[config.mk]
export PLATFORM = sky130hd
export DESIGN_NAME = tile_reader
export DESIGN_NICKNAME = d
export VERILOG_FILES = /design/src/rtl/tile_reader.sv
export SDC_FILE = /design/constraint.sdc
export NUM_CORES = 1
export LEC_CHECK = 0
export CORE_MARGIN = 5
export CORE_UTILIZATION = 30
export CTS_CLUSTER_SIZE = 28
export DETAILED_ROUTE_END_ITERATION = 8
export MAX_ROUTING_LAYER = met4
export PLACE_DENSITY_LB_ADDON = 0.1
export SLEW_MARGIN = 30
export SYNTH_ARGS = -nofsm -noshare
export SYNTH_HDL_FRONTEND = slang
export SYNTH_SLANG_ARGS = --single-unit
[constraint.sdc]
create_clock -name clk -period 3.55 [get_ports clk]
set_clock_uncertainty 0.2 [all_clocks]
set_input_delay 0.355 -clock clk [delete_from_list [all_inputs] [get_ports clk]]
set_output_delay 0.355 -clock clk [all_outputs]
set_load 0.03 [all_outputs]
[src/rtl/tile_reader.sv]
`default_nettype none
// ============================================================================
// Module      : tile_reader
// Description : Pipelined Avalon-MM read master that loads a 32x16 tile of
//               32-bit pixels from memory into tile RAM. Optional clear mode
//               is built when TILE_READER_CLEAR_EN is defined.
// Revision    : 1.0 - initial release
// ============================================================================
module tile_reader #(
    parameter int MAX_PENDING = 8
) (
    input  logic        clk,
    input  logic        rst_n,
    input  logic        start,
    input  logic [31:0] addr_in,
    input  logic [15:0] stride_in,
`ifdef TILE_READER_CLEAR_EN
    input  logic        clear,
    input  logic [31:0] clear_value,
`endif
    output logic        busy,
    output logic        done,
    output logic [8:0]  ram_addr_out,
    output logic [31:0] ram_data_out,
    output logic        ram_wren,
    output logic [31:0] master_address,
    output logic        master_read,
    input  logic        master_wait_request,
    input  logic [31:0] master_read_data,
    input  logic        master_read_data_valid
);

    localparam int         TILE_WORDS  = 512;
    localparam logic [9:0] ISSUE_LIMIT = 10'(TILE_WORDS);
    localparam logic [5:0] PEND_LIMIT  = 6'(MAX_PENDING);

    typedef enum logic [1:0] {
        S_IDLE  = 2'd0,
        S_READ  = 2'd1
`ifdef TILE_READER_CLEAR_EN
        ,
        S_CLEAR = 2'd2
`endif
    } state_t;

    state_t      state, state_next;
    logic [31:0] addr_q, addr_next;
    logic [15:0] stride_q, stride_next;
    logic [9:0]  issue_cnt, issue_next;
    logic [8:0]  recv_cnt, recv_next;
    logic [5:0]  in_flight, in_flight_next;
    logic        read_q, read_next;
`ifdef TILE_READER_CLEAR_EN
    logic [31:0] fill_q, fill_next;
`endif

    logic accept;
    logic resp;
    logic last_word;

    assign accept    = read_q && !master_wait_request;
    assign resp      = (state == S_READ) && master_read_data_valid;
    assign last_word = (recv_cnt == 9'd511);

    assign busy           = (state != S_IDLE);
    assign master_read    = read_q;
    assign master_address = addr_q;
    assign done           = ram_wren && last_word;

    always_ff @(posedge clk) begin
        if (!rst_n) begin
            state     <= S_IDLE;
            addr_q    <= '0;
            stride_q  <= '0;
            issue_cnt <= '0;
            recv_cnt  <= '0;
            in_flight <= '0;
            read_q    <= 1'b0;
`ifdef TILE_READER_CLEAR_EN
            fill_q    <= '0;
`endif
        end else begin
            state     <= state_next;
            addr_q    <= addr_next;
            stride_q  <= stride_next;
            issue_cnt <= issue_next;
            recv_cnt  <= recv_next;
            in_flight <= in_flight_next;
            read_q    <= read_next;
`ifdef TILE_READER_CLEAR_EN
            fill_q    <= fill_next;
`endif
        end
    end

    always_comb begin
        state_next     = state;
        addr_next      = addr_q;
        stride_next    = stride_q;
        issue_next     = issue_cnt;
        recv_next      = recv_cnt;
        in_flight_next = in_flight;
        read_next      = read_q;
`ifdef TILE_READER_CLEAR_EN
        fill_next      = fill_q;
`endif
        ram_wren       = 1'b0;
        ram_addr_out   = '0;
        ram_data_out   = '0;

        case (state)
            S_IDLE: begin
                if (start) begin
                    addr_next      = addr_in;
                    stride_next    = stride_in;
                    issue_next     = '0;
                    recv_next      = '0;
                    in_flight_next = '0;
`ifdef TILE_READER_CLEAR_EN
                    if (clear) begin
                        state_next = S_CLEAR;
                        fill_next  = clear_value;
                    end else begin
                        state_next = S_READ;
                        read_next  = 1'b1;
                    end
`else
                    state_next = S_READ;
                    read_next  = 1'b1;
`endif
                end
            end

            S_READ: begin
                if (accept) begin
                    issue_next = issue_cnt + 10'd1;
                    // End of a 16-word row: jump to the next row start.
                    if (issue_cnt[3:0] == 4'hF)
                        addr_next = addr_q + {16'd0, stride_q} - 32'd60;
                    else
                        addr_next = addr_q + 32'd4;
                end
                in_flight_next = in_flight + {5'd0, accept} - {5'd0, resp};

                if (resp) begin
                    ram_wren     = 1'b1;
                    ram_addr_out = recv_cnt;
                    ram_data_out = master_read_data;
                    recv_next    = recv_cnt + 9'd1;
                end

                // A stalled request must hold; otherwise raise only with credit.
                if (read_q && master_wait_request)
                    read_next = 1'b1;
                else
                    read_next = (issue_next < ISSUE_LIMIT) && (in_flight_next < PEND_LIMIT);

                if (resp && last_word) begin
                    state_next = S_IDLE;
                    read_next  = 1'b0;
                end
            end

`ifdef TILE_READER_CLEAR_EN
            S_CLEAR: begin
                ram_wren     = 1'b1;
                ram_addr_out = recv_cnt;
                ram_data_out = fill_q;
                recv_next    = recv_cnt + 9'd1;
                if (last_word)
                    state_next = S_IDLE;
            end
`endif

            default: begin
                state_next = S_IDLE;
                read_next  = 1'b0;
            end
        endcase
    end

endmodule
`default_nettype wire
==> metrics.md <==
| Metric | Value |
|---|---|
| Worst-path clk slew | `70 ps` |
| DR pass1 iterations | `4` |
| Commonest cells in the netlist | `nand2_1, dfxtp_1, inv_1` |
| Total congestion overflow | `0` |
| Clk buf depth | `2` |
| Kind of critical path | `reg -> reg` |
| Library cells used by synthesis | `60` |
| FF+latch count, synth | `75` |
| Slew margin rel. | `0.507` |
| Worst EP arrival | `around 3400 ps` |
| Critical Path RT | `around 3600 ps` |
| Async SR Flop Fraction | `0` |
| Slew Limit Fails | `0` |
| Die W | `161 um` |
| Final ANT Viol Nets | `0` |
| Share of the synthesized area in the top cell type | `0.221` |
| CTS tree | `yes` |
| Core region area | `~23000 um2` |
| Syn Inst Count | `931` |
| Initial DRC Count | `approximately 380` |
| Leakage | `around 0.0039 uW` |
| Pwr Density | `~370 nW/um2` |
| Most used DFF post-synth | `dfxtp_1` |
| Final setup fails | `0` |
| Post-Syn Area | `slightly below 7000 um2` |
| Full die area | `between 20000 and 30000 um2` |
| RSZ-0062 raised after global routing | `false` |
| VDD IR-drop max | `roughly 240 uV` |
| Fillers | `2365` |
| Core Util, Final | `0.407` |
| RePlAce Congestion | `between 0.8 and 0.9` |
| Drt total wl | `about 24 mm` |
| Crit path max fanout | `5` |
| Critical path launch point type | `register` |
| Run status | `completed` |
| # port buffers | `between 150 and 200` |
| Starting density of the core | `0.302` |
| Layout cells sized above 1 | `0.0608` |
| Critical Path Sink Type | `register` |
| Clock root buffer | `clkbuf_16` |
| Count leader, synth | `nand2_1` |
| Vias | `7043` |
| Tot GR Track Use | `0.188` |
| Vias/cell | `approximately 5.1` |
| Final hold vios | `0` |
| Die Span Y | `between 150 and 200 um` |
| Avg Cell Area, Syn | `between 7 and 8 um2` |
| Min-Delay Path Class | `reg -> reg` |
| Period minus WS final | `around 3300 ps` |
| Slew @ Worst Pin | `roughly 740 ps` |
| Cell Rows | `55` |
| Synth-to-Final Area Change | `34.6%` |
| Register area share after synthesis | `0.221` |
| Area leader, netlist | `dfxtp_1` |
| Mapped Nets | `1087` |
| First-pass GRT wire length | `about 38 mm` |
| Post-DR wirelength/cell | `17.6 um` |
| Number of max-cap violations | `0` |
| Fmax | `between 200 and 300 MHz` |
| Setup WS post-layout | `around 210 ps` |
| R2r setup slk | `around 210 ps` |
| Vias in the first global route | `6953` |
| Setup TNS | `0 ps` |
| Residual DRC | `0` |
| IO Pins | `162` |
| Diode count | `0` |
| Synth top area cells | `dfxtp_1, ha_1, nand2_1` |
| Place WS | `between 150 and 200 ps` |
| Clock Sinks | `75` |
| Initial antenna violation count | `0` |
| Yosys warns | `0` |
| H-tree depth | `3` |
| Post-synth EDFFs | `0` |
| Final #Nets | `1236` |
| Largest net degree at the start of global routing | `60` |
| Clock buffer count from CTS | `9` |
| Skew-Pair Late Insertion Delay | `between 300 and 400 ps` |
| DP HPWL | `~18 mm` |
| Period utilization | `0.940` |
-- kinds of logic after synthesis --
kind of cell / after synthesis / synth area share
AND/OR/NAND/NOR: 340 / 0.249
AO/OA/AOI/OAI: 265 / 0.260
buffers and inverters: 130 / 0.0725
flip-flops: 75 / 0.221
adder cells (fa/ha/maj): 71 / 0.133
XOR/XNOR: 47 / 0.0605
multiplexers: 3 / 0.00442
-- per-layer routing --
metal / part of all wire / vias to the layer above / global-route usage
li1: - / 3594 / -
met4: 0.018 / 0 / 0.0583
met1: 0.48 / 3245 / 0.246
met3: 0.051 / 23 / 0.0303
met2: 0.45 / 181 / 0.299
met5: 0 / - / -
-- state kept, by name, summed over array words and instances, names as in the netlist --
signal	flops
recv_cnt	9
state	1
issue_cnt	10
stride_q	16
master_read	1
in_flight	6
master_address	32
-- report_power, final --
group | total (uW) | internal, uW | switching, uW
combinational | 1390 | 606 | 782
clock | 1060 | 628 | 437
sequential | 940 | 889 | 51.2
total | 3390 | 2120 | 1270
-- worst paths after layout --
path,startpoint,endpoint,depth (start not counted)
hold / removal,stride_q[12],stride_q[12],2
setup reg to reg,master_address[1],master_address[23],13
setup / recovery,master_address[1],master_address[23],13
hold reg to reg,stride_q[12],stride_q[12],2
-- area by class of cell --
type,count,area [um2],area share
multi-input cells,726,4820,0.527
clock buffers,9,225,0.0246
repair buffers,194,1870,0.204
well taps,285,357,0.0390
clock inverters,7,104,0.0113
inverters,74,278,0.0303
flip-flops and latches,75,1500,0.164
-- cells in the final DEF (no fill, tap or decap), drive strengths merged, types with 11 or more instances in the layout --
| cell type | Yosys | final |
|---|---|---|
| nor2 | 43 | 43 |
| a21boi | 27 | 27 |
| nor3 | 15 | 15 |
| buf | 6 | 34 |
| xor2 | 11 | 11 |
| a21oi | 69 | 69 |
| o21ai | 56 | 56 |
| ha | 69 | 69 |
| dfxtp | 75 | 75 |
| a21o | 12 | 12 |
| nand4 | 17 | 17 |
| clkdlybuf4s50 | 0 | 160 |
| o211ai | 22 | 22 |
| nand3 | 29 | 29 |
| xnor2 | 36 | 36 |
| and3 | 57 | 57 |
| inv | 74 | 78 |
| nand2 | 120 | 120 |
| nor2b | 22 | 22 |
| and2 | 12 | 12 |
-- repair_timing --
| item | 4_1_cts | 5_1_grt |
|---|---|---|
| endpoints found under the setup margin | 0 | 5 |
| gates resized for setup | 0 | 2 |
| buffers inserted | 0 | 0 |
| hold endpoints to repair | 0 | 0 |
| hold buffers | 0 | 0 |
-- metrics by stage --
step | power, uW | instance area, um2 | hold WS, ps | instances
2_1_floorplan | 1890 | 6800 | 243 | 931
3_3_place_gp | 2350 | 8820 | 254 | 1354
3_5_place_dp | 2340 | 8820 | 258 | 1354
4_1_cts | 3430 | 9150 | 267 | 1370
5_1_grt | 3610 | 9150 | 298 | 1370
6_report | 3390 | 9150 | 263 | 1370
-- worst max-delay path, cell delays in order (launching register included) --
cell and delay (ps):
dfxtp_1 320, ha_1 280, ha_1 200, inv_1 70, fa_1 390, nand2b_1 180
a21oi_1 190, o21ai_1 160, o211ai_1 260, a31oi_2 190, o31ai_4 320, xnor2_1 160
o22ai_1 100, o211a_1 210
No activity file was read; power rests on OpenSTA's default activity.
